## src/rtl/config_ram_arb_pkg.sv

```systemverilog
// rtl/config_ram_arb_pkg.sv - shared types for the config RAM arbiter
package config_ram_arb_pkg;

  typedef enum logic {
    IDLE   = 1'b0,
    LOCKED = 1'b1
  } arb_state_t;

  // Requester index: 0 = r0, 1 = r1.
  typedef logic req_id_t;

endpackage

```

## src/rtl/config_ram_arb_pick.sv

```systemverilog
// rtl/config_ram_arb_pick.sv - winner selection; round-robin when CONFIG_RAM_ARB_RR_EN is defined
module config_ram_arb_pick
  import config_ram_arb_pkg::*;
(
  input  logic    req0,
  input  logic    req1,
`ifdef CONFIG_RAM_ARB_RR_EN
  input  req_id_t last,
`endif
  output req_id_t pick
);

`ifdef CONFIG_RAM_ARB_RR_EN
  // A lone requester wins outright; on contention the side not served last wins.
  always_comb begin
    pick = 1'b0;
    if (req0 && req1) begin
      pick = ~last;
    end else if (req1) begin
      pick = 1'b1;
    end
  end
`else
  // Fixed priority: r1 only wins when r0 is quiet.
  assign pick = req1 & ~req0;
`endif

endmodule

```

## src/rtl/config_ram_arbiter.sv

```systemverilog
// rtl/config_ram_arbiter.sv - two-requester arbiter for one config RAM (CONFIG_RAM_ARB_RR_EN selects round-robin)
module config_ram_arbiter
  import config_ram_arb_pkg::*;
#(
  parameter int N_BYTES   = 4,
  parameter int DEPTH     = 256,
  parameter int ADDR_BITS = $clog2(DEPTH),
  parameter int N_BITS    = N_BYTES * 8
) (
  input  logic                 CLK,
  input  logic                 nRST,
  input  logic [N_BITS-1:0]    r0_wdata,
  input  logic [ADDR_BITS-1:0] r0_addr,
  input  logic [N_BYTES-1:0]   r0_byte_en,
  input  logic                 r0_wen,
  input  logic                 r0_ren,
  output logic [N_BITS-1:0]    r0_rdata,
  output logic                 r0_busy,
  input  logic [N_BITS-1:0]    r1_wdata,
  input  logic [ADDR_BITS-1:0] r1_addr,
  input  logic [N_BYTES-1:0]   r1_byte_en,
  input  logic                 r1_wen,
  input  logic                 r1_ren,
  output logic [N_BITS-1:0]    r1_rdata,
  output logic                 r1_busy,
  output logic [N_BITS-1:0]    ram_wdata,
  output logic [ADDR_BITS-1:0] ram_addr,
  output logic [N_BYTES-1:0]   ram_byte_en,
  output logic                 ram_wen,
  output logic                 ram_ren,
  input  logic [N_BITS-1:0]    ram_rdata,
  input  logic                 ram_busy
);

  arb_state_t state;
  req_id_t    owner;
  req_id_t    pick;
  req_id_t    winner;
  logic       req0, req1;
  logic       win_req;
  logic       granted0, granted1;
  logic       complete;

  assign req0 = r0_wen | r0_ren;
  assign req1 = r1_wen | r1_ren;

`ifdef CONFIG_RAM_ARB_RR_EN
  req_id_t last;
`endif

  config_ram_arb_pick u_pick (
    .req0 (req0),
    .req1 (req1),
`ifdef CONFIG_RAM_ARB_RR_EN
    .last (last),
`endif
    .pick (pick)
  );

  // The lock holder keeps the RAM until it completes; otherwise arbitrate live.
  // Holding reset forces the grant off so the RAM sees no strobes mid-reset.
  assign winner   = (state == LOCKED) ? owner : pick;
  assign win_req  = (winner ? req1 : req0) & nRST;
  assign granted0 = win_req & (winner == 1'b0);
  assign granted1 = win_req & (winner == 1'b1);
  assign complete = win_req & ~ram_busy;

  assign r0_busy  = req0 & ~(granted0 & ~ram_busy);
  assign r1_busy  = req1 & ~(granted1 & ~ram_busy);
  assign r0_rdata = ram_rdata;
  assign r1_rdata = ram_rdata;

  // RAM-side mux: granted requester's fields, all zero when nobody is granted.
  always_comb begin
    ram_wdata   = '0;
    ram_addr    = '0;
    ram_byte_en = '0;
    ram_wen     = 1'b0;
    ram_ren     = 1'b0;
    if (granted0) begin
      ram_wdata   = r0_wdata;
      ram_addr    = r0_addr;
      ram_byte_en = r0_byte_en;
      ram_wen     = r0_wen;
      ram_ren     = r0_ren;
    end else if (granted1) begin
      ram_wdata   = r1_wdata;
      ram_addr    = r1_addr;
      ram_byte_en = r1_byte_en;
      ram_wen     = r1_wen;
      ram_ren     = r1_ren;
    end
  end

  // Lock FSM: lock on a stalled access, release on completion or when the owner walks away.
  always_ff @(posedge CLK or negedge nRST) begin
    if (!nRST) begin
      state <= IDLE;
      owner <= 1'b0;
    end else begin
      case (state)
        IDLE: begin
          if (win_req && ram_busy) begin
            state <= LOCKED;
            owner <= pick;
          end
        end
        LOCKED: begin
          if (!win_req || !ram_busy) begin
            state <= IDLE;
          end
        end
        default: state <= IDLE;
      endcase
    end
  end

`ifdef CONFIG_RAM_ARB_RR_EN
  // Remember who finished last; reset to r1 so r0 takes the first contention.
  always_ff @(posedge CLK or negedge nRST) begin
    if (!nRST) begin
      last <= 1'b1;
    end else if (complete) begin
      last <= winner;
    end
  end
`else
  logic unused_complete;
  assign unused_complete = complete;
`endif

endmodule

```

## config.mk

```make
export PLATFORM = sky130hd
export DESIGN_NAME = config_ram_arbiter
export DESIGN_NICKNAME = d
export VERILOG_FILES = /design/src/rtl/config_ram_arb_pkg.sv /design/src/rtl/config_ram_arb_pick.sv /design/src/rtl/config_ram_arbiter.sv
export SDC_FILE = /design/constraint.sdc
export NUM_CORES = 1
export LEC_CHECK = 0
export ABC_AREA = 1
export BUFFER_PORTS_ARGS = -buffer_cell sky130_fd_sc_hd__buf_2
export CORE_AREA = 5 5 90 92
export DETAILED_ROUTE_END_ITERATION = 8
export DIE_AREA = 0 0 95 97
export MAX_ROUTING_LAYER = met4
export PLACE_DENSITY = 0.61
export SYNTH_ARGS = -nofsm -noshare
export SYNTH_HDL_FRONTEND = slang
export SYNTH_SLANG_ARGS = --single-unit
```

## constraint.sdc

```tcl
create_clock -name CLK -period 1.6 [get_ports CLK]
set_clock_uncertainty 0.05 [all_clocks]
set_input_delay 0.32 -clock CLK [delete_from_list [all_inputs] [get_ports CLK]]
set_output_delay 0.32 -clock CLK [all_outputs]
set_load 0.02 [all_outputs]
```

==> results by group, run 1 <==
Status
  • Result of the run: finished, violations left
  • Violations in the final reports: negative setup slack

Drt
  • Routed via count: between 1500 and 2000
  • Detailed router's first-iteration violation count: 9
  • Detailed-route DRC error count: 0
  • Via-to-Cell Ratio: about 4
  • Antenna Nets Post-Route: 0
  • Router iterations before antenna repair: 5
  • Wire length reported by the detailed router: between 5000 and 6000 um
  • Wire length per cell after detailed routing: ~13 um

Cells and area
  • Ratio of cells with drive above 1 in the final layout: 0.8299
  • Sequential cell area: around 50 um^2
  • Filler Cell Count: 748
  • Net total in the final layout: roughly 460
  • Antenna Cells: 0
  • Area used by multi-input combinational logic: slightly above 1000 um^2
  • Final design instance area without fill: 2590 um^2
  • Layout Cells excl Fill: about 430
  • Utilization after layout: 0.3629
  • Growth of design area from synthesis to finish: 97.90%

Critical path
  • Crit Path Class: reg2out
  • Worst path arrival time: between 1.5 and 2 ns
  • Critical path buffer and inverter count: 3
  • Critical path, cell by cell: or2_4 -> o211ai_4 -> nand2_2 -> nand2_2 -> nor2_4 -> buf_12 -> buf_12 -> nand2_2 -> nand2_2 -> buf_6
  • Dominant cell type by count on the critical path: nand2_2
  • Critical Path Start Type: flip-flop
  • Biggest fanout along the worst timing path: 12
  • Required arrival time at the worst endpoint: between 1 and 1.5 ns
  • Capturing element type of the critical path: output port
  • Kind of cell adding the most delay to the critical path: simple AND/OR/NAND/NOR gates
  • Worst path max stage delay: approximately 0.38 ns
  • Slowest cell on crit path: dfrtp_1

Clocking
  • Worst-skew pair later-pin latency: 0.21 ns
  • H-tree depth: 1
  • CTS tree: done
  • TritonCTS sink count: 2
  • Max Buffers Root-to-Sink: 2
  • Clock slew at reported path FFs: roughly 0.030 ns
  • Clock buffers created by TritonCTS: 3
  • Clock root buffer: clkbuf_8

Floorplan
  • Die boundary height: about 97 um
  • Initial core utilization: 0.1834
  • Full die area: roughly 9200 um^2
  • Horizontal extent of the die: between 90 and 100 um
  • Top-level port count: 239
  • Number of placement rows: 31
  • Core footprint: 7137 um^2

Synth
  • Library cell occupying the most area in the post-synthesis netlist: nand2_1
  • Cells after synthesis: 241
  • Synth top area cells: nand2_1, buf_4, buf_6, nand2_2, dfrtp_1
  • Most instantiated library cell after synthesis: nand2_1
  • Post-Syn Nets: 368
  • Register bit count reported by yosys: 2
  • Most used flip-flop cell after synthesis: dfrtp_1
  • Fraction of registers with async set or reset after synthesis: 1.000
  • Yosys cell types: 15
  • Mapped cell area: between 1000 and 1500 um^2
  • Count of flip-flops with a built-in enable after synthesis: 0
  • Commonest cells in the synthesized netlist: nand2_1, buf_4, nand2_2
  • Register area share after synthesis: 0.03824
  • Ys Warns: 0
  • Fraction of synthesized cell area taken by the top area cell type: 0.3843
  • Synthesized area divided by synthesized cell count: around 5.4 um^2

Placement
  • RD Place Congestion: between 0.7 and 0.8
  • Quantity of I/O buffers inserted on ports: 142
  • DPL Wire Length: approximately 4000 um
  • Post-placement cell area: approximately 1900 um^2
  • # placed instances: between 400 and 500

STA
  • Worst hold margin: 0.3621 ns
  • Min setup slack post-route: -0.4766 ns
  • Count of final setup violators: 48
  • Post-layout min period: between 2 and 2.5 ns
  • Max transition margin: 0.8561
  • Total count of hold-check failures in the final report: 0
  • Highest clock rate: about 480 MHz
  • Count of pins over their slew limit: 0
  • Setup repair after global routing missed its margin: true
  • Share of the clock period used by the worst path: 1.298
  • Worst slew pin tran: 0.2157 ns

Power and ir drop
  • Static Leakage: ~0.0014 uW
  • Logic pwr share: 0.782
  • Power share of the clock group: 0.167
  • Switching power total: around 500 uW
  • Total power consumption of the routed design: around 1200 uW
  • Net switching share of the total power: 0.4219
  • Power per cell area: 450.2 nW/um^2
  • Part of the total power dissipated in sequential elements: 0.051
  • Worst IR drop on VDD: 318.6 uV
  • Internal portion of total power: 674.2 uW

GRT
  • Overall overflow remaining after global route: 0
  • Overall fraction of global-route tracks in use: 0.1101
  • Initial antenna violation count: 0
  • Wire length of the first global-routing pass: roughly 8000 um
  • Pin count of the biggest net entering global routing: 23
  • Via count of the first global-routing pass: between 1500 and 2000

Hold path
  • Worst Hold Class: in2reg

Run
  • Maximum Capacitance Violations: 0
state kept, by name, summed over array words and instances, names as in the netlist:
signal and flops:
owner 1, state 1
kinds of logic (layout without fill, tap and decap cells):
logic type | count (synthesis) | in the layout | share of synthesized area
AOI/OAI and AO/OA | 4 | 4 | 0.02103
buffers and inverters | 80 | 174 | 0.4608
and+or+nand+nor | 155 | 155 | 0.4799
DFF | 2 | 2 | 0.03824
worst reg2reg max path, stage by stage (launching register included):
cell	delay, ns
dfrtp_1	0.38
or2_4	0.26
o211ai_4	0.08
nand2_2	0.09
nand2_2	0.10
buf_4	0.11
buf_4	0.09
buf_4	0.09
nor2_1	0.04
cells in the final DEF (no fill, tap or decap):
master	Yosys	layout
buf_2	2	94
nand2_2	12	78
buf_6	8	49
nand2_1	134	45
nand2_4	0	23
buf_4	64	13
buf_12	0	5
inv_1	4	4
clkbuf_8	0	3
nor2_4	0	2
nor2_2	3	2
a21oi_4	0	2
nand4_1	2	2
buf_16	0	2
dfrtp_1	2	2
inv_2	2	1
or2_4	0	1
o211ai_4	0	1
nand3_1	1	1
inv_4	0	1
nor2_1	2	1
a21oi_1	3	1
clkbuf_16	0	1
dlygate4sd3_1	0	1
power groups by stage:
| stage | Sequential (uW) | Combinational, uW | Clock [uW] |
|---|---|---|---|
| floorplan | 59.3 | 604 | 0 |
| global placement | 59.7 | 634 | 0 |
| detailed placement | 59.9 | 639 | 0 |
| CTS | 59.4 | 858 | 202 |
| global route | 60.5 | 975 | 204 |
| finish | 59.7 | 912 | 195 |
cell type report:
cell class                 instances  share of cell area
clock buffer                       3             0.01594
multi-input combinational        159              0.4015
sequential                         2             0.01932
tap                               99             0.04783
timing repair buffer             165              0.5058
inverter                           6            0.009662
per-stage QoR:
step,setup slack [ns],TNS [ns]
3_5_place_dp,-0.4812,-18.14
4_1_cts,-0.4843,-22.06
3_3_place_gp,-0.4402,-16.10
2_1_floorplan,-0.08084,-2.749
5_1_grt,-0.5459,-25.02
6_report,-0.4766,-21.61
final timing paths:
path	start	endpoint	slack [ns]	cells after the start
worst min register to register	owner$_DFFE_PN0P_	owner$_DFFE_PN0P_	0.46	2
max in group asynchronous	nRST	owner$_DFFE_PN0P_	0.88	3
worst min-delay path	ram_busy	owner$_DFFE_PN0P_	0.36	3
min in group asynchronous	nRST	state$_DFF_PN0_	0.52	3
worst max register to register	owner$_DFFE_PN0P_	state$_DFF_PN0_	0.18	8
worst max-delay path	owner$_DFFE_PN0P_	ram_wdata[31]	-0.48	10
metal layers:
metal | global-route usage | vias to the layer above | routed length, um
met1 | 0.1123 | 772 | 1946
met2 | 0.2012 | 120 | 2870
met5 | - | - | 0
li1 | - | 844 | -
met3 | 0.03957 | 6 | 686
met4 | 0.01887 | 0 | 17
repair_timing:
action,4_1_cts,5_1_grt
gates cloned,2,1
pin swaps,16,6
endpoints found under the hold margin,2,0
setup buffers,5,2
endpoints found under the setup margin,48,48
hold buffers,1,0
resized for setup,122,37
(Power assumes the default switching activity.)
==> run 2: changes to the inputs <==
==> constraint.sdc (replaced) <==
create_clock -name CLK -period 1.9 [get_ports CLK]
set_clock_uncertainty 0.05 [all_clocks]
set_input_delay 0.38 -clock CLK [delete_from_list [all_inputs] [get_ports CLK]]
set_output_delay 0.38 -clock CLK [all_outputs]
set_load 0.02 [all_outputs]
==> run 2 against run 1 <==
Effect of this change: the flow still finishes with violations (negative setup slack); combinational power down 29%; design area shrank 15%; wire length down 4.1%; largest power group unchanged.
==> results by group, run 2 (synthesized netlist as in run 1, its figures left out) <==
Power and ir drop
  • Static Leakage: 0.001321 uW (was 0.001427 uW)
  • Internal portion of total power: 506.4 uW (was 674.2 uW)
  • Worst IR drop on VDD: 321.9 uV (was 318.6 uV)
  • Part of the total power dissipated in sequential elements: 0.058 (was 0.051)
  • Power per cell area: 392.2 nW/um^2 (was 450.2 nW/um^2)
  • Net switching share of the total power: 0.4127 (was 0.4219)
  • Switching power total: 355.9 uW (was 491.9 uW)
  • Total power consumption of the routed design: 862.3 uW (was 1166 uW)
  • Power share of the clock group: 0.191 (was 0.167)
  • Logic pwr share: 0.750 (was 0.782)

Clocking
  • Clock root buffer: clkbuf_8 (unchanged)
  • TritonCTS sink count: 2 (unchanged)
  • Clock slew at reported path FFs: 0.03 ns (about the same)
  • H-tree depth: 1 (unchanged)
  • Worst-skew pair later-pin latency: 0.21 ns (about the same)
  • Clock buffers created by TritonCTS: 3 (unchanged)
  • Max Buffers Root-to-Sink: 2 (unchanged)
  • CTS tree: done (unchanged)

Critical path
  • Crit Path Class: reg2out (unchanged)
  • Worst path arrival time: 1.69 ns (was 1.71 ns)
  • Crit path capture: ram_wdata[10] (was ram_wdata[31])
  • Critical Path Start Type: flip-flop (unchanged)
  • Reg2Reg Capture Point: owner$_DFFE_PN0P_ (was state$_DFF_PN0_)
  • Required arrival time at the worst endpoint: 1.47 ns (was 1.23 ns)
  • Biggest fanout along the worst timing path: 5 (was 12)
  • Worst reg2reg path depth: 9 (was 8)
  • Critical R2R Launch: state$_DFF_PN0_ (was owner$_DFFE_PN0P_)
  • Internal reg-to-reg setup slack: 0.42 ns (was 0.18 ns)
  • Worst Setup SP: state$_DFF_PN0_ (was owner$_DFFE_PN0P_)
  • Capturing element type of the critical path: output port (unchanged)

STA
  • Min setup slack post-route: -0.2200 ns (was -0.4766 ns)
  • Count of pins over their slew limit: 0 (unchanged)
  • Setup repair after global routing missed its margin: true (unchanged)
  • Share of the clock period used by the worst path: 1.116
  • Worst slew pin tran: 0.2407 ns (was 0.2157 ns)
  • Total negative setup slack: -9.081 ns (was -21.61 ns)
  • Highest clock rate: 471.7 MHz
  • Total count of hold-check failures in the final report: 0 (unchanged)
  • Count of final setup violators: 48 (unchanged)
  • Max transition margin: 0.8389 (was 0.8561)
  • Post-layout min period: between 2 and 2.5 ns

Cells and area
  • Filler Cell Count: 784 (was 748)
  • Most common cell after layout, fill and taps aside: nand2_1 (was buf_2)
  • Layout Cells excl Fill: 430 (was 434)
  • Antenna Cells: 0 (unchanged)
  • Net total in the final layout: 460 (was 464)
  • Registers with the most flip-flops: owner (1), state (1) (unchanged)
  • Growth of design area from synthesis to finish: 67.97% (was 97.90%)
  • Ratio of cells with drive above 1 in the final layout: 0.5982 (was 0.8299)
  • Highest-count cells in the layout ignoring fill and taps: nand2_1, buf_2, buf_6, nand2_2, buf_4 (was buf_2, nand2_2, buf_6, nand2_1, nand2_4)

Drt
  • Wire length per cell after detailed routing: 12.31 um (was 12.72 um)
  • Wire length reported by the detailed router: 5292 um (was 5521 um)
  • Router iterations before antenna repair: 4 (was 5)
  • Antenna Nets Post-Route: 0 (unchanged)
  • Detailed router's first-iteration violation count: 21 (was 9)
  • Via-to-Cell Ratio: 3.947 (was 4.014)
  • Detailed-route DRC error count: 0 (unchanged)
  • Routed via count: 1697 (was 1742)

Floorplan
  • Top-level port count: 239 (unchanged)
  • Core footprint: 7137 um^2 (unchanged)
  • Number of placement rows: 31 (unchanged)
  • Horizontal extent of the die: 95 um (unchanged)
  • Full die area: 9215 um^2 (unchanged)
  • Initial core utilization: 0.1834 (unchanged)
  • Die boundary height: 97 um (unchanged)

GRT
  • Pin count of the biggest net entering global routing: 28 (was 23)
  • Overall overflow remaining after global route: 0 (unchanged)
  • Wire length of the first global-routing pass: 8107 um (was 8169 um)
  • Via count of the first global-routing pass: 1797 (was 1814)
  • Initial antenna violation count: 0 (unchanged)
  • Overall fraction of global-route tracks in use: 0.1083 (was 0.1101)

Placement
  • # placed instances: 418 (was 421)
  • DPL Wire Length: 3907 um (was 4103 um)
  • Quantity of I/O buffers inserted on ports: 142 (unchanged)
  • RD Place Congestion: 0.7689 (was 0.7380)

Hold path
  • Worst Hold Class: in2reg (unchanged)

Status
  • Violations in the final reports: negative setup slack (unchanged)
  • Result of the run: finished, violations left (unchanged)

Run
  • Maximum Capacitance Violations: 0 (unchanged)
==> run 2: cell count changes in the layout (fill, tap and decap cells not counted), sizes merged <==
| cell | previous run | this run |
|---|---|---|
| buf | 163 | 159 |
==> run 2: power groups by stage <==
stage	combinational, uW	clock, uW	sequential, uW
after floorplan	460	0	49.9
after global placement	473	0	50.3
after detailed placement	478	0	50.8
after CTS	603	171	50.2
after global routing	699	172	51.0
final	647	165	50.3
==> run 2: worst max-delay path: stages, from the launching register on <==
cell       delay [ns]
dfrtp_1          0.39
buf_4            0.14
o211ai_2         0.18
nand2_2          0.09
nand2_2          0.09
nor2_4           0.05
buf_12           0.13
clkbuf_16        0.16
nand2_4          0.06
nand2_2          0.04
buf_6            0.12
==> run 2: worst min path at each step <==
| stage | start | to | cells after the start |
|---|---|---|---|
| after floorplan | nRST | owner$_DFFE_PN0P_ | 0 |
| after global placement | nRST | owner$_DFFE_PN0P_ | 1 |
| after detailed placement | nRST | state$_DFF_PN0_ | 1 |
| after CTS | ram_busy | owner$_DFFE_PN0P_ | 3 |
| after global routing | ram_busy | owner$_DFFE_PN0P_ | 3 |
| final | ram_busy | owner$_DFFE_PN0P_ | 3 |
==> run 2: metrics by stage <==
stage,hold WS (ns),util,area [um^2],setup WS (ns)
after floorplan,0.03441,-,1309,0.05115
after global placement,0.1533,0.2372,1693,-0.1800
after detailed placement,0.1551,0.2372,1693,-0.2204
after global routing,0.4513,0.3080,2198,-0.3287
after CTS,0.4218,0.2908,2076,-0.2291
final,0.4204,0.3080,2198,-0.2200
==> run 2: what timing repair did <==
action	CTS	global route
resized for setup	101	13
cloned	0	2
setup buffers	3	3
setup endpoints to repair	48	48
endpoints found under the hold margin	2	0
hold buffers	1	0
pin swaps	0	10
==> run 2: area by class of cell <==
class	instances	area [um^2]	share of cell area
Sequential cell	2	50.05	0.02277
Tap cell	99	123.9	0.05635
Multi-Input combinational cell	159	745.7	0.3392
Timing Repair Buffer	161	1215	0.5526
Clock buffer	3	41.29	0.01878
Inverter	6	22.52	0.01024
==> run 2: routing by layer <==
layer | share of wire | global-route usage
met1 | 0.34 | 0.1054
met2 | 0.52 | 0.1985
met3 | 0.12 | 0.03413
met4 | 0.023 | 0.03663
met5 | 0 | -
==> run 3: changes to the inputs <==
--- a/config.mk
+++ b/config.mk
@@ -7,11 +7,12 @@
 export LEC_CHECK = 0
 export ABC_AREA = 1
 export BUFFER_PORTS_ARGS = -buffer_cell sky130_fd_sc_hd__buf_2
-export CORE_AREA = 5 5 90 92
+export CORE_AREA = 5 5 89 91
+export CTS_CLUSTER_SIZE = 16
 export DETAILED_ROUTE_END_ITERATION = 8
-export DIE_AREA = 0 0 95 97
+export DIE_AREA = 0 0 94 96
 export MAX_ROUTING_LAYER = met4
-export PLACE_DENSITY = 0.61
+export PLACE_DENSITY = 0.6
 export SYNTH_ARGS = -nofsm -noshare
 export SYNTH_HDL_FRONTEND = slang
 export SYNTH_SLANG_ARGS = --single-unit
==> constraint.sdc (replaced) <==
create_clock -name CLK -period 2.5 [get_ports CLK]
set_clock_uncertainty 0.05 [all_clocks]
set_input_delay 0.5 -clock CLK [delete_from_list [all_inputs] [get_ports CLK]]
set_output_delay 0.5 -clock CLK [all_outputs]
set_load 0.02 [all_outputs]
==> run 3 against run 2 <==
Effect of this change: the flow now finishes without violations; non-clock buffer count is 13 lower; wire length is 6.6% lower; design area is 20% lower; clock-buffer cell count stayed put; final cell count is 3.0% lower; critical endpoint is now ram_addr[3]; via count is 6.4% lower.
==> results by group, run 3 (synthesized netlist as in run 1, its figures left out) <==
Clocking
  • Clock slew at reported path FFs: 0.03 ns (about the same)
  • Clock root buffer: clkbuf_8 (unchanged)
  • Clock buffers created by TritonCTS: 3 (unchanged)
  • Max Buffers Root-to-Sink: 2 (unchanged)
  • Worst-skew pair later-pin latency: 0.21 ns (about the same)
  • CTS tree: done (unchanged)
  • H-tree depth: 1 (unchanged)
  • Number of buffers inserted by hold repair at cts: 0 (was 1)
  • TritonCTS sink count: 2 (unchanged)

Critical path
  • Critical path buffer and inverter count: 5 (was 4)
  • Worst path max stage delay: 0.18 ns (was 0.39 ns)
  • Capturing element type of the critical path: output port (unchanged)
  • Internal reg-to-reg setup slack: 1.32 ns (was 0.42 ns)
  • Worst path arrival time: 1.81 ns (was 1.69 ns)
  • Critical path, cell by cell: buf_2 -> nor2_4 -> inv_1 -> nor2_2 -> nand2_1 -> nand2_1 -> nand3_1 -> inv_4 -> clkbuf_16 -> nand2_1 -> nand2_1 -> buf_2 (was buf_4 -> o211ai_2 -> nand2_2 -> nand2_2 -> nor2_4 -> buf_12 -> clkbuf_16 -> nand2_4 -> nand2_2 -> buf_6)
  • Slowest cell on crit path: clkbuf_16 (was dfrtp_1)
  • Crit Path Class: in2out (was reg2out)
  • Worst Setup SP: r0_ren (was state$_DFF_PN0_)
  • Reg2Reg Capture Point: owner$_DFFE_PN0P_ (unchanged)
  • Dominant cell type by count on the critical path: nand2_1 (was nand2_2)
  • Crit path capture: ram_addr[3] (was ram_wdata[10])
  • Critical R2R Launch: state$_DFF_PN0_ (unchanged)
  • Biggest fanout along the worst timing path: 15 (was 5)
  • Required arrival time at the worst endpoint: 1.95 ns (was 1.47 ns)
  • Worst reg2reg path depth: 7 (was 9)
  • Number of gates on the worst path with buffers counted: 12 (was 10)
  • Critical Path Start Type: input port (was flip-flop)
  • Kind of cell adding the most delay to the critical path: buffers and inverters (unchanged)

Drt
  • Routed via count: 1589 (was 1697)
  • Wire length reported by the detailed router: 4945 um (was 5292 um)
  • Detailed router's first-iteration violation count: 21 (unchanged)
  • Antenna Nets Post-Route: 0 (unchanged)
  • Router iterations before antenna repair: 4 (unchanged)
  • Via-to-Cell Ratio: 3.811 (was 3.947)
  • Wire length per cell after detailed routing: 11.86 um (was 12.31 um)
  • Detailed-route DRC error count: 0 (unchanged)

GRT
  • Wire length of the first global-routing pass: 6893 um (was 8107 um)
  • Overall overflow remaining after global route: 0 (unchanged)
  • Pin count of the biggest net entering global routing: 31 (was 28)
  • Via count of the first global-routing pass: 1525 (was 1797)
  • Overall fraction of global-route tracks in use: 0.09642 (was 0.1083)
  • Initial antenna violation count: 0 (unchanged)

STA
  • Total count of hold-check failures in the final report: 0 (unchanged)
  • Count of final setup violators: 0 (was 48)
  • Setup repair after global routing missed its margin: false (was true)
  • Total negative setup slack: 0 ns (was -9.081 ns)
  • Worst slew pin tran: 0.2179 ns (was 0.2407 ns)
  • Highest clock rate: approximately 420 MHz
  • Max transition margin: 0.8542 (was 0.8389)
  • Post-layout min period: ~2.4 ns
  • Count of pins over their slew limit: 0 (unchanged)
  • Share of the clock period used by the worst path: 0.9439

Cells and area
  • Highest-count cells in the layout ignoring fill and taps: buf_2, nand2_1, nand2_2, inv_1, buf_12 (was nand2_1, buf_2, buf_6, nand2_2, buf_4)
  • Utilization after layout: 0.2478 (was 0.3080)
  • Growth of design area from synthesis to finish: 33.65% (was 67.97%)
  • Ratio of cells with drive above 1 in the final layout: 0.5314 (was 0.5982)
  • Net total in the final layout: 447 (was 460)
  • Registers with the most flip-flops: owner (1), state (1) (unchanged)
  • Filler Cell Count: 839 (was 784)
  • Antenna Cells: 0 (unchanged)
  • Most common cell after layout, fill and taps aside: buf_2 (was nand2_1)

Run
  • Maximum Capacitance Violations: 0 (unchanged)

Power and ir drop
  • Power per cell area: 303.1 nW/um^2 (was 392.2 nW/um^2)
  • Worst IR drop on VDD: 362.8 uV (was 321.9 uV)
  • Static Leakage: 0.001173 uW (was 0.001321 uW)
  • Total power consumption of the routed design: 530.1 uW (was 862.3 uW)

Placement
  • RD Place Congestion: 0.7341 (was 0.7689)
  • DPL Wire Length: 3923 um (was 3907 um)
  • Quantity of I/O buffers inserted on ports: 142 (unchanged)

Floorplan
  • Horizontal extent of the die: 94 um (was 95 um)
  • Top-level port count: 239 (unchanged)
  • Die boundary height: 96 um (was 97 um)
  • Core footprint: 7059 um^2 (was 7137 um^2)
  • Full die area: 9024 um^2 (was 9215 um^2)
  • Number of placement rows: 31 (unchanged)
  • Initial core utilization: 0.1854 (was 0.1834)

Hold path
  • Worst Hold Class: in2async (was in2reg)

Status
  • Result of the run: finished, final reports clean (was finished, violations left)
[run 3: metal layers]
metal	track usage	routed length, um
met3	0.02502	499
met1	0.1069	1935
met4	0.03730	129
met2	0.1662	2380
met5	-	0
[run 3: layout make-up]
class | instances | area [um^2] | share of cell area
Clock buffer | 3 | 41.29 | 0.02361
Inverter | 6 | 25.02 | 0.01431
Multi-Input combinational cell | 159 | 665.6 | 0.3805
Sequential cell | 2 | 50.05 | 0.02861
Tap cell | 99 | 123.9 | 0.07082
Timing Repair Buffer | 148 | 843.3 | 0.4821
[run 3: worst min path at each step]
stage | from | end | slack [ns] | cells past startpoint
global route | nRST | state$_DFF_PN0_ | 0.05 | 1
CTS | nRST | state$_DFF_PN0_ | 0.05 | 1
floorplan | nRST | owner$_DFFE_PN0P_ | 0.15 | 0
finish | nRST | state$_DFF_PN0_ | 0.05 | 1
detailed placement | nRST | state$_DFF_PN0_ | 0.27 | 1
global placement | nRST | state$_DFF_PN0_ | 0.27 | 1
[run 3: power by group]
group          switching [uW]  leakage [uW]  internal [uW]
Sequential               2.64     0.0000264           35.7
Clock                    25.2     0.0000216            102
Combinational             213       0.00112            152
[run 3: what timing repair did]
item	in CTS	in global routing
setup buffers	0	0
setup endpoints to repair	0	24
gates resized for setup	0	3
[run 3: stage by stage]
stage | worst slack, ns | std cells | instance area (um^2) | hold WS (ns)
floorplan | 0.4112 | 241 | 1309 | 0.1544
global placement | 0.04923 | 412 | 1648 | 0.2723
detailed placement | 0.06174 | 412 | 1648 | 0.2706
CTS | 0.05216 | 415 | 1689 | 0.04564
global route | 0.01032 | 417 | 1749 | 0.04879
finish | 0.1402 | 417 | 1749 | 0.05379
